**src/rtl/csi2rx_eight_lane_lml_if.sv**
```systemverilog
`default_nettype none
// ============================================================================
// Module  : csi2rx_eight_lane_lml_if
// Purpose : PPI receive and FIFO write bundle of the eight-lane merging layer.
// Revision: 1.0 - initial release
// ============================================================================
interface csi2rx_eight_lane_lml_if;
  logic        eight_lane_en;
  logic [7:0]  rxactivehs;
  logic [7:0]  rxvalidhs;
  logic [7:0]  rxsynchs;
  logic [63:0] rxdatahs;
  logic        fifo_full;
  logic        fifo_wr_en;
  logic [63:0] fifo_wr_data;
  logic [7:0]  fifo_wr_strb;
  logic        eop_wr;
  logic        header_info;
  logic [5:0]  data_type;
  logic [1:0]  virtual_channel;
  logic [15:0] word_cnt;
  logic        short_packet;
  logic        rx_done;
  logic        lane_err;
  logic        trunc_err;
  logic        ovf_err;

  modport slave (
    input  eight_lane_en, rxactivehs, rxvalidhs, rxsynchs, rxdatahs, fifo_full,
    output fifo_wr_en, fifo_wr_data, fifo_wr_strb, eop_wr, header_info,
           data_type, virtual_channel, word_cnt, short_packet,
           rx_done, lane_err, trunc_err, ovf_err
  );

  modport master (
    output eight_lane_en, rxactivehs, rxvalidhs, rxsynchs, rxdatahs, fifo_full,
    input  fifo_wr_en, fifo_wr_data, fifo_wr_strb, eop_wr, header_info,
           data_type, virtual_channel, word_cnt, short_packet,
           rx_done, lane_err, trunc_err, ovf_err
  );
endinterface
`default_nettype wire

```
**src/rtl/csi2rx_eight_lane_lml.sv**
```systemverilog
`default_nettype none
// ============================================================================
// Module  : csi2rx_eight_lane_lml
// Purpose : Merges eight deskewed HS lanes into 64-bit FIFO beats with strobe/EOP.
// Revision: 1.0 - initial release
// ============================================================================
module csi2rx_eight_lane_lml (
  input  wire                           rxbyteclkhs,
  input  wire                           rxbyteclkhs_rst_n,
  csi2rx_eight_lane_lml_if.slave        bus
);

  localparam logic [1:0] S_IDLE     = 2'd0;
  localparam logic [1:0] S_PAYLOAD  = 2'd1;
  localparam logic [1:0] S_WAIT_EOT = 2'd2;

  function automatic logic [7:0] f_mask(input logic [3:0] n);
    logic [7:0] m;
    for (int i = 0; i < 8; i++) m[i] = (4'(i) < n);
    return m;
  endfunction

  logic [1:0]  r_state;
  logic [16:0] r_rem;
  logic        r_wr_en;
  logic [63:0] r_wr_data;
  logic [7:0]  r_wr_strb;
  logic        r_eop;
  logic        r_hdr;
  logic [5:0]  r_dt;
  logic [1:0]  r_vc;
  logic [15:0] r_wc;
  logic        r_short;
  logic        r_done;
  logic        r_lane_err;
  logic        r_trunc;
  logic        r_ovf;

  logic        w_hdr_hit;
  logic [7:0]  w_di;
  logic [15:0] w_wc;
  logic        w_short;
  logic [16:0] w_total;
  logic [7:0]  w_hdr_strb;
  logic [7:0]  w_pay_strb;
  logic        w_unused;

  assign w_hdr_hit  = bus.rxactivehs[0] & bus.rxvalidhs[0] & bus.rxsynchs[0];
  assign w_di       = bus.rxdatahs[7:0];
  assign w_wc       = {bus.rxdatahs[23:16], bus.rxdatahs[15:8]};
  assign w_short    = (w_di[5:0] <= 6'h0F);
  assign w_total    = w_short ? 17'd4 : ({1'b0, w_wc} + 17'd6);
  assign w_hdr_strb = f_mask((w_total >= 17'd8) ? 4'd8 : w_total[3:0]);
  assign w_pay_strb = f_mask((r_rem >= 17'd8) ? 4'd8 : r_rem[3:0]);
  // ECC byte and the non-reference lane strobes are intentionally not consumed.
  assign w_unused   = ^{bus.rxdatahs[31:24], bus.rxactivehs[7:1], bus.rxsynchs[7:1]};

  always_ff @(posedge rxbyteclkhs or negedge rxbyteclkhs_rst_n) begin
    if (!rxbyteclkhs_rst_n) begin
      r_state    <= S_IDLE;
      r_rem      <= '0;
      r_wr_en    <= 1'b0;
      r_wr_data  <= '0;
      r_wr_strb  <= '0;
      r_eop      <= 1'b0;
      r_hdr      <= 1'b0;
      r_dt       <= '0;
      r_vc       <= '0;
      r_wc       <= '0;
      r_short    <= 1'b0;
      r_done     <= 1'b0;
      r_lane_err <= 1'b0;
      r_trunc    <= 1'b0;
      r_ovf      <= 1'b0;
    end else begin
      r_wr_en    <= 1'b0;
      r_eop      <= 1'b0;
      r_hdr      <= 1'b0;
      r_done     <= 1'b0;
      r_lane_err <= 1'b0;
      r_trunc    <= 1'b0;
      r_ovf      <= 1'b0;
      if (!bus.eight_lane_en) begin
        r_state   <= S_IDLE;
        r_rem     <= '0;
        r_wr_data <= '0;
        r_wr_strb <= '0;
        r_dt      <= '0;
        r_vc      <= '0;
        r_wc      <= '0;
        r_short   <= 1'b0;
      end else begin
        case (r_state)
          S_IDLE: begin
            if (w_hdr_hit) begin
              // A dropped beat still advances the packet so framing stays aligned.
              r_wr_en    <= ~bus.fifo_full;
              r_ovf      <= bus.fifo_full;
              r_hdr      <= ~bus.fifo_full;
              r_wr_data  <= bus.rxdatahs;
              r_wr_strb  <= w_hdr_strb;
              r_lane_err <= (bus.rxvalidhs != w_hdr_strb);
              r_dt       <= w_di[5:0];
              r_vc       <= w_di[7:6];
              r_wc       <= w_wc;
              r_short    <= w_short;
              if (w_total <= 17'd8) begin
                r_eop   <= ~bus.fifo_full;
                r_state <= S_WAIT_EOT;
              end else begin
                r_rem   <= w_total - 17'd8;
                r_state <= S_PAYLOAD;
              end
            end
          end
          S_PAYLOAD: begin
            if (!bus.rxactivehs[0]) begin
              r_trunc <= 1'b1;
              r_done  <= 1'b1;
              r_rem   <= '0;
              r_state <= S_IDLE;
            end else if (bus.rxvalidhs[0]) begin
              r_wr_en    <= ~bus.fifo_full;
              r_ovf      <= bus.fifo_full;
              r_wr_data  <= bus.rxdatahs;
              r_wr_strb  <= w_pay_strb;
              r_lane_err <= (bus.rxvalidhs != w_pay_strb);
              if (r_rem <= 17'd8) begin
                r_eop   <= ~bus.fifo_full;
                r_rem   <= '0;
                r_state <= S_WAIT_EOT;
              end else begin
                r_rem <= r_rem - 17'd8;
              end
            end
          end
          S_WAIT_EOT: begin
            if (!bus.rxactivehs[0]) begin
              r_done  <= 1'b1;
              r_state <= S_IDLE;
            end
          end
          default: r_state <= S_IDLE;
        endcase
      end
    end
  end

  assign bus.fifo_wr_en      = r_wr_en;
  assign bus.fifo_wr_data    = r_wr_data;
  assign bus.fifo_wr_strb    = r_wr_strb;
  assign bus.eop_wr          = r_eop;
  assign bus.header_info     = r_hdr;
  assign bus.data_type       = r_dt;
  assign bus.virtual_channel = r_vc;
  assign bus.word_cnt        = r_wc;
  assign bus.short_packet    = r_short;
  assign bus.rx_done         = r_done;
  assign bus.lane_err        = r_lane_err;
  assign bus.trunc_err       = r_trunc;
  assign bus.ovf_err         = r_ovf;

endmodule
`default_nettype wire

```
**src/flat_wrapper.sv**
```systemverilog
// flat-port wrapper written by rule: the top's interface ports become plain ports
module csi2rx_eight_lane_lml_flat 
  (rxbyteclkhs, rxbyteclkhs_rst_n, bus_eight_lane_en, bus_rxactivehs, bus_rxvalidhs, bus_rxsynchs, bus_rxdatahs, bus_fifo_full, bus_fifo_wr_en, bus_fifo_wr_data, bus_fifo_wr_strb, bus_eop_wr, bus_header_info, bus_data_type, bus_virtual_channel, bus_word_cnt, bus_short_packet, bus_rx_done, bus_lane_err, bus_trunc_err, bus_ovf_err);
  csi2rx_eight_lane_lml_if bus_i ();
  input  wire rxbyteclkhs;
  input  wire rxbyteclkhs_rst_n;
  input wire logic [$bits(bus_i.eight_lane_en)-1:0] bus_eight_lane_en;
  input wire logic [$bits(bus_i.rxactivehs)-1:0] bus_rxactivehs;
  input wire logic [$bits(bus_i.rxvalidhs)-1:0] bus_rxvalidhs;
  input wire logic [$bits(bus_i.rxsynchs)-1:0] bus_rxsynchs;
  input wire logic [$bits(bus_i.rxdatahs)-1:0] bus_rxdatahs;
  input wire logic [$bits(bus_i.fifo_full)-1:0] bus_fifo_full;
  output wire logic [$bits(bus_i.fifo_wr_en)-1:0] bus_fifo_wr_en;
  output wire logic [$bits(bus_i.fifo_wr_data)-1:0] bus_fifo_wr_data;
  output wire logic [$bits(bus_i.fifo_wr_strb)-1:0] bus_fifo_wr_strb;
  output wire logic [$bits(bus_i.eop_wr)-1:0] bus_eop_wr;
  output wire logic [$bits(bus_i.header_info)-1:0] bus_header_info;
  output wire logic [$bits(bus_i.data_type)-1:0] bus_data_type;
  output wire logic [$bits(bus_i.virtual_channel)-1:0] bus_virtual_channel;
  output wire logic [$bits(bus_i.word_cnt)-1:0] bus_word_cnt;
  output wire logic [$bits(bus_i.short_packet)-1:0] bus_short_packet;
  output wire logic [$bits(bus_i.rx_done)-1:0] bus_rx_done;
  output wire logic [$bits(bus_i.lane_err)-1:0] bus_lane_err;
  output wire logic [$bits(bus_i.trunc_err)-1:0] bus_trunc_err;
  output wire logic [$bits(bus_i.ovf_err)-1:0] bus_ovf_err;
  assign bus_i.eight_lane_en = bus_eight_lane_en;
  assign bus_i.rxactivehs = bus_rxactivehs;
  assign bus_i.rxvalidhs = bus_rxvalidhs;
  assign bus_i.rxsynchs = bus_rxsynchs;
  assign bus_i.rxdatahs = bus_rxdatahs;
  assign bus_i.fifo_full = bus_fifo_full;
  assign bus_fifo_wr_en = bus_i.fifo_wr_en;
  assign bus_fifo_wr_data = bus_i.fifo_wr_data;
  assign bus_fifo_wr_strb = bus_i.fifo_wr_strb;
  assign bus_eop_wr = bus_i.eop_wr;
  assign bus_header_info = bus_i.header_info;
  assign bus_data_type = bus_i.data_type;
  assign bus_virtual_channel = bus_i.virtual_channel;
  assign bus_word_cnt = bus_i.word_cnt;
  assign bus_short_packet = bus_i.short_packet;
  assign bus_rx_done = bus_i.rx_done;
  assign bus_lane_err = bus_i.lane_err;
  assign bus_trunc_err = bus_i.trunc_err;
  assign bus_ovf_err = bus_i.ovf_err;
  csi2rx_eight_lane_lml u_core (.rxbyteclkhs(rxbyteclkhs), .rxbyteclkhs_rst_n(rxbyteclkhs_rst_n), .bus(bus_i));
endmodule
```
**config.mk**
```make
export PLATFORM = sky130hd
export DESIGN_NAME = csi2rx_eight_lane_lml_flat
export DESIGN_NICKNAME = d
export VERILOG_FILES = /design/src/rtl/csi2rx_eight_lane_lml_if.sv /design/src/rtl/csi2rx_eight_lane_lml.sv /design/src/flat_wrapper.sv
export SDC_FILE = /design/constraint.sdc
export NUM_CORES = 1
export LEC_CHECK = 0
export BUFFER_PORTS_ARGS = -buffer_cell sky130_fd_sc_hd__buf_2
export CORE_MARGIN = 1
export CORE_UTILIZATION = 35
export CTS_CLUSTER_SIZE = 25
export DETAILED_ROUTE_END_ITERATION = 10
export PLACE_DENSITY = 0.56
export SYNTH_ARGS = -nofsm -noshare
export SYNTH_HDL_FRONTEND = slang
export SYNTH_SLANG_ARGS = --single-unit
```
**constraint.sdc**
```tcl
create_clock -name rxbyteclkhs -period 3.24 [get_ports rxbyteclkhs]
set_clock_uncertainty 0.2 [all_clocks]
set_input_delay 0.648 -clock rxbyteclkhs [delete_from_list [all_inputs] [get_ports rxbyteclkhs]]
set_output_delay 0.648 -clock rxbyteclkhs [all_outputs]
set_load 0.02 [all_outputs]
```
; ---- Yosys cells after proc, flatten, opt, wreduce, memory -nomap -nowiden
; Index checks and enable logic that the tools add are counted.
[classes]
n_addsub = 3
n_mul = 0
div = 0
magnitude_cmp = 21
eq_ne = 14
n_shift = 0
n_mux = 69
n_bitwise = 3
n_reduce_logical = 6
[ops]
columns = op, count
row1 = 64-bit two-way mux, 4
row2 = 64-bit case mux with 2 select lines, 1
row3 = 17-bit two-way mux, 7
row4 = 16-bit two-way mux, 3
row5 = "17-bit by 4-bit greater-or-equal comparator with 1-bit output, second input constant", 2
row6 = "17-bit by 4-bit less-or-equal comparator with 1-bit output, second input constant", 2
row7 = 17-bit case mux with 2 select lines, 1
row8 = "17-bit by 4-bit subtractor with 17-bit output, second input constant", 2
row9 = "3-bit by 4-bit < comparator with 1-bit output, first input constant", 8
row10 = 8-bit two-way mux, 4
row11 = 1-bit two-way mux, 28
row12 = 2-bit two-way mux, 10
row13 = 6-bit two-way mux, 3
row14 = "16-bit by 3-bit adder with 17-bit output, second input constant", 1
row15 = "1-bit by 4-bit < comparator with 1-bit output, first input constant", 4
row16 = "2-bit by 4-bit < comparator with 1-bit output, first input constant", 4
row17 = 8-bit != test, 2
row18 = 8-bit case mux with 2 select lines, 1
row19 = "3-bit != test, second input constant", 4
row20 = 4-bit AND reduction, 3
row21 = 4-bit two-way mux, 2
row22 = 1-bit case mux with 2 select lines, 4
row23 = "6-bit by 4-bit less-or-equal comparator with 1-bit output, second input constant", 1
row24 = 2-bit case mux with 3 select lines, 1
row25 = other kinds (12), 14
[totals]
register_bits = 123
latchBits = 0
mem_bits_rw = 0
rom_bits = 0
elab_cells = 131
memories = 0

; ---- Longest topological paths before layout
[logic_depth]
depth_word = 9
mapped_depth = 16

; ---- Worst setup path before layout
; OpenSTA, ideal clock, no wires.
[synth_path]
path_kind = in2reg
start = in bus_rxdatahs[9]
end = reg u_core.r_rem[2]
setup_ns = 0.128
arrival_time_ns = 3.378
required_ns = 2.912
setup_slack_ns = -0.466
path_stages = 15
path_cell_list = buf_2 inv_1 ha_1 buf_6 nand2b_1 buf_6 o31ai_1 a21oi_1 or4_1 buf_6 a2111oi_4 nor2_1 buf_6 nand2_2 mux2_1
[synth_via]
elab_chain_len = 7
elab_cells_between_ends = 10
[synth_lines]
columns = item, line_no
row1 = "start, declared", flat_wrapper.sv:11  ; input wire logic [$bits(bus_i.rxdatahs)-1:0] bus_rxdatahs;
row2 = 16-bit by 3-bit adder with 17-bit output (*), csi2rx_eight_lane_lml.sv:52  ; assign w_total = w_short ? 17'd4 : ({1'b0, w_wc} + 17'd6);
row3 = 17-bit two-way mux (*), csi2rx_eight_lane_lml.sv:52
row4 = 17-bit by 4-bit subtractor with 17-bit output, csi2rx_eight_lane_lml.sv:111  ; r_rem <= w_total - 17'd8;
row5 = 17-bit two-way mux, csi2rx_eight_lane_lml.sv:107  ; if (w_total <= 17'd8) begin
row6 = 17-bit two-way mux, csi2rx_eight_lane_lml.sv:95  ; if (w_hdr_hit) begin
row7 = 17-bit case mux with 2 select lines, csi2rx_eight_lane_lml.sv:93  ; case (r_state)
row8 = 17-bit two-way mux, csi2rx_eight_lane_lml.sv:83  ; if (!bus.eight_lane_en) begin
row9 = "end signal, assigned", csi2rx_eight_lane_lml.sv:111
row10 = "end signal, assigned", csi2rx_eight_lane_lml.sv:133  ; r_rem <= r_rem - 17'd8;
row11 = "end, declared", csi2rx_eight_lane_lml.sv:24  ; logic [16:0] r_rem;
; Every way passes the cells marked *; elsewhere a longest branch is shown, timed or not. The select of a mux whose other input is x is not followed.
; A chain may end at the register's enable or synchronous reset.

; ---- Worst setup path in the final report
[layout_path]
start = in bus_rxdatahs[9]
end = reg u_core.r_state[1]
[layout_via]
elab_chain_len = 7
[layout_lines]
columns = item, line_no
row1 = 16-bit by 3-bit adder with 17-bit output, csi2rx_eight_lane_lml.sv:52
row2 = 17-bit two-way mux, csi2rx_eight_lane_lml.sv:52
row3 = 17-bit by 4-bit less-or-equal comparator with 1-bit output, csi2rx_eight_lane_lml.sv:107
row4 = 2-bit two-way mux, csi2rx_eight_lane_lml.sv:107
row5 = 2-bit two-way mux, csi2rx_eight_lane_lml.sv:95
row6 = 2-bit case mux with 3 select lines, csi2rx_eight_lane_lml.sv:93
row7 = 2-bit two-way mux, csi2rx_eight_lane_lml.sv:83
row8 = "end signal, assigned", csi2rx_eight_lane_lml.sv:84  ; r_state <= S_IDLE;
row9 = "end signal, assigned", csi2rx_eight_lane_lml.sv:109  ; r_state <= S_WAIT_EOT;
row10 = "end signal, assigned", csi2rx_eight_lane_lml.sv:112  ; r_state <= S_PAYLOAD;
row11 = "end, declared", csi2rx_eight_lane_lml.sv:23  ; logic [1:0] r_state;
; Every way passes these cells. The select of a mux whose other input is x is not followed.

==> results.json <==
{
  "cp.buffers_inverters": 2,
  "unrepaired_setup_endpoints_after_global_routing": "no",
  "die-area_mm2": 0.02011,
  "grt_max_degree": 77,
  "cts_tree": "built",
  "routed_wl_um": 20680,
  "route.detailed.vias_per_inst": 4.997,
  "r2r.worst_path.cells": 11,
  "power.sequential.fraction_pct": 37.3,
  "synth-seq-area-share_pct": 44.99,
  "clock-sinks": 123,
  "via_count": 6471,
  "final-hold-violation-count": 0,
  "slew_headroom_pct": 61.80,
  "gr-usage-all-layers_pct": 21.32,
  "initial_utilization_pct": 36.09,
  "outcome": "finished clean",
  "final_layout_size_suffix_gt1_share_pct": 31.50,
  "fp.coreArea_mm2": 0.01896,
  "power.share.switching_pct": 29.86,
  "reg2reg_slack_ns": 0.43,
  "worstPathCellList": "buf_2 > o21ai_2 > or4_1 > a21oi_1 > or4_1 > buf_4 > nor3b_1 > a32oi_1 > o31ai_1 > a22o_1",
  "finalCriticalPeriod_ns": 3.092,
  "synthMuxAreaShare_pct": 1.170,
  "synth_area_per_cell_um2": 8.499,
  "cp_max_fo": 11,
  "floorplan_die_height_um": 141.8,
  "crit-reg2reg-launch": "u_core.r_rem[4]",
  "crit_cells": 10,
  "synth_compound_area_share_pct": 20.04,
  "clock_pin_slew_reported_for_the_worst_setup_and_hold_paths_after_clock_tree_synthesis_ns": 0.06,
  "report.power.total_mw": 4.643,
  "hp-class": "in2async",
  "flip_flop_and_latch_count_after_synthesis": 123,
  "yosysTopAreaCellShare_pct": 44.99,
  "multi_input_area_mm2": 0.003507,
  "drt_first_iter_violations": 353,
  "synth_adder_area_share_pct": 1.097,
  "synth_largest_area_cell": "dfrtp_1",
  "tightestPinTransition_ns": 0.5729,
  "p_leak_nw": 4.347,
  "grt_pass1_wl_um": 33340,
  "synth_flop_cell": "dfrtp_1",
  "initial_drt_pass_iterations": 5,
  "count_of_flip_flops_with_a_built_in_enable_after_synthesis": 0,
  "clk_latency_ns": 0.41,
  "syn_nets": 903,
  "clock_tree_root": "clkbuf_16",
  "cp_data_arrival_time_ns": 3.25,
  "final_cell_area_mm2": 0.009176,
  "post_cts_resized": 0,
  "place.gp.congestion": 0.8632,
  "share_clk_of_total_power_pct": 43.2,
  "max_freq_mhz": 323.4,
  "r2r-end": "u_core.bus.lane_err",
  "synth_simple_gate_area_share_pct": 25.02,
  "count_of_standard_cell_rows": 50,
  "timing_max_transition_violations_final": 0,
  "cts_max_path_buffers": 2,
  "critical-path-top-cell-by-count": "or4_1",
  "antenna-diode-count": 0,
  "element_type_at_the_critical_path_end": "flip-flop",
  "power.combinational.fraction_pct": 19.5,
  "number_of_global_route_vias_before_repair": 6230,
  "grt_antenna_before_repair": 0,
  "post_synth_inst_count": 805,
  "yosys_warnings": 0,
  "power-per-cell-area_mw_per_mm2": 506.0,
  "cts.htree.levels": 4,
  "drcViolationCount": 0,
  "syn_to_final_growth_pct": 34.13,
  "detailedPlacementHpwl_um": 15100,
  "cpLargestDelayFamily": "simple AND/OR/NAND/NOR gates",
  "timing.max_cap.violations": 0,
  "path_class": "in2reg",
  "worst_setup_path_startpoint": "bus_rxdatahs[9]",
  "postCtsHoldBufs": 0,
  "min_period_over_period_pct": 95.44,
  "synth_cell_types": 73,
  "layout_common_cells": "nand2_1 (218), buf_2 (179), dfrtp_1 (123)",
  "cts_made_buffers": 17,
  "most_common_cell_after_layout_fill_and_taps_aside": "nand2_1",
  "p_int_mw": 3.257,
  "final-seq-area_mm2": 0.003078,
  "fillerInstances": 1921,
  "fp.dieW_um": 141.8,
  "port-buffer-count": 181,
  "startpoint_type": "primary input",
  "setup-violations-final": 0,
  "cpMaxStageDelayCell": "or4_1",
  "yosys.area_share.xor_xnor_pct": 2.432,
  "final_net_count": 1120,
  "syn-cell-area_mm2": 0.006842,
  "synth_top_family_by_area": "simple AND/OR/NAND/NOR gates",
  "cp.required_ns": 3.40,
  "p_sw_mw": 1.387,
  "grt_overflow": 0,
  "timing.critical_path.slowest_cell_delay_ns": 0.55,
  "yosys-top-cells-area": "dfrtp_1 (45%), nand2_1 (12%), o21ai_0 (6.9%)",
  "route.detailed.wl_per_inst_um": 15.97,
  "synth-async-reset-ratio_pct": 100.0,
  "worst_setup_path_endpoint": "u_core.r_state[1]",
  "post_cts_buffers": 0,
  "post_place_instance_area_mm2": 0.008556,
  "final_core_utilization_pct": 48.41,
  "vdd_drop_max_uv": 364.5,
  "ant_nets": 0,
  "design.portCount": 196
}
worst reg2reg max path, stage by stage (launching register included):
cell and delay [ns]:
dfrtp_1 0.42, inv_1 0.11, ha_1 0.25, nor4b_1 0.27, buf_4 0.17, nand4_1 0.29
nor2_1 0.27, or2_2 0.15, nand3_1 0.07, a311oi_1 0.32, a211oi_1 0.08, o211ai_1 0.11
state kept, by name, indices dropped and copies added (netlist names):
signal                      count
u_core.bus.fifo_wr_data        64
u_core.r_rem                   17
u_core.bus.word_cnt            16
u_core.bus.fifo_wr_strb         8
u_core.bus.data_type            6
u_core.bus.virtual_channel      2
u_core.r_state                  2
u_core.bus.eop_wr               1
u_core.bus.fifo_wr_en           1
u_core.bus.header_info          1
u_core.bus.lane_err             1
u_core.bus.ovf_err              1
u_core.bus.rx_done              1
u_core.bus.short_packet         1
u_core.bus.trunc_err            1
power by group through the flow:
stage               sequential [mW]  combinational [mW]  clock (mW)
finish                         1.73               0.905        2.01
CTS                            1.73               0.914        2.05
global placement               1.75               0.907           0
detailed placement             1.76               0.911           0
floorplan                      1.86               0.422           0
global route                   1.75                1.00        2.11
worst min path at each step:
stage                                           start                           to  slack (ns)  cells past startpoint
final                               rxbyteclkhs_rst_n  u_core.bus.fifo_wr_data[27]        0.02                      1
after global routing                rxbyteclkhs_rst_n  u_core.bus.fifo_wr_data[59]        0.07                      1
after CTS                           rxbyteclkhs_rst_n  u_core.bus.fifo_wr_data[60]        0.04                      1
after detailed placement   u_core.bus.fifo_wr_data[3]   u_core.bus.fifo_wr_data[3]        0.26                      2
after global placement    u_core.bus.fifo_wr_data[19]  u_core.bus.fifo_wr_data[19]        0.26                      2
after floorplan                     rxbyteclkhs_rst_n      u_core.bus.data_type[0]        0.15                      0
per-layer routing:
metal | vias to the layer above | GRT usage [%] | routed length (µm)
li1 | 3254 | - | -
met1 | 3018 | 28.49 | 9694
met2 | 186 | 35.26 | 9627
met3 | 13 | 4.185 | 1127
met4 | 0 | 5.490 | 228
met5 | - | 0 | 0
layout make-up:
type | count | share of cell area, %
Sequential cell | 123 | 33.54
Inverter | 15 | 0.6409
Clock inverter | 12 | 1.786
Tap cell | 260 | 3.545
Clock buffer | 20 | 4.977
Timing Repair Buffer | 261 | 17.29
Multi-Input combinational cell | 604 | 38.22
kinds of logic (layout without fill, tap and decap cells):
logic type | Yosys count | after routing
DFF | 123 | 123
adders and majority gates | 6 | 6
buffers and inverters | 78 | 308
muxes | 7 | 7
xor gates and xnor gates | 19 | 19
AOI/OAI and AO/OA | 207 | 207
and+or+nand+nor | 365 | 365
metrics by stage:
step | cells | setup TNS, ns | hold WS, ns | worst slack [ns]
2_1_floorplan | 805 | -0.1322 | 0.1524 | -0.02588
3_3_place_gp | 1263 | -4.672 | 0.2567 | -0.2603
3_5_place_dp | 1263 | -5.088 | 0.2647 | -0.2795
4_1_cts | 1295 | 0 | 0.03978 | 0.1589
5_1_grt | 1295 | 0 | 0.06501 | 0.01315
6_report | 1295 | 0 | 0.02192 | 0.1477
Yosys cell counts (all sizes together) (5+ instances only):
cell type	number
or3	8
or4	7
nor4	12
and2	5
a21oi	10
a31oi	5
o21ai	97
a32o	8
nand4	7
nand3	20
xnor2	10
buf	17
o21a	6
a21boi	24
mux2	5
inv	15
o32ai	6
or2	7
nand2	219
nor2	32
nand2b	6
xor2	9
ha	6
nor2b	5
o31ai	6
clkbuf	46
nor3	21
dfrtp	123
a22o	11
a211oi	6
Power figures use the tool's default switching activity.
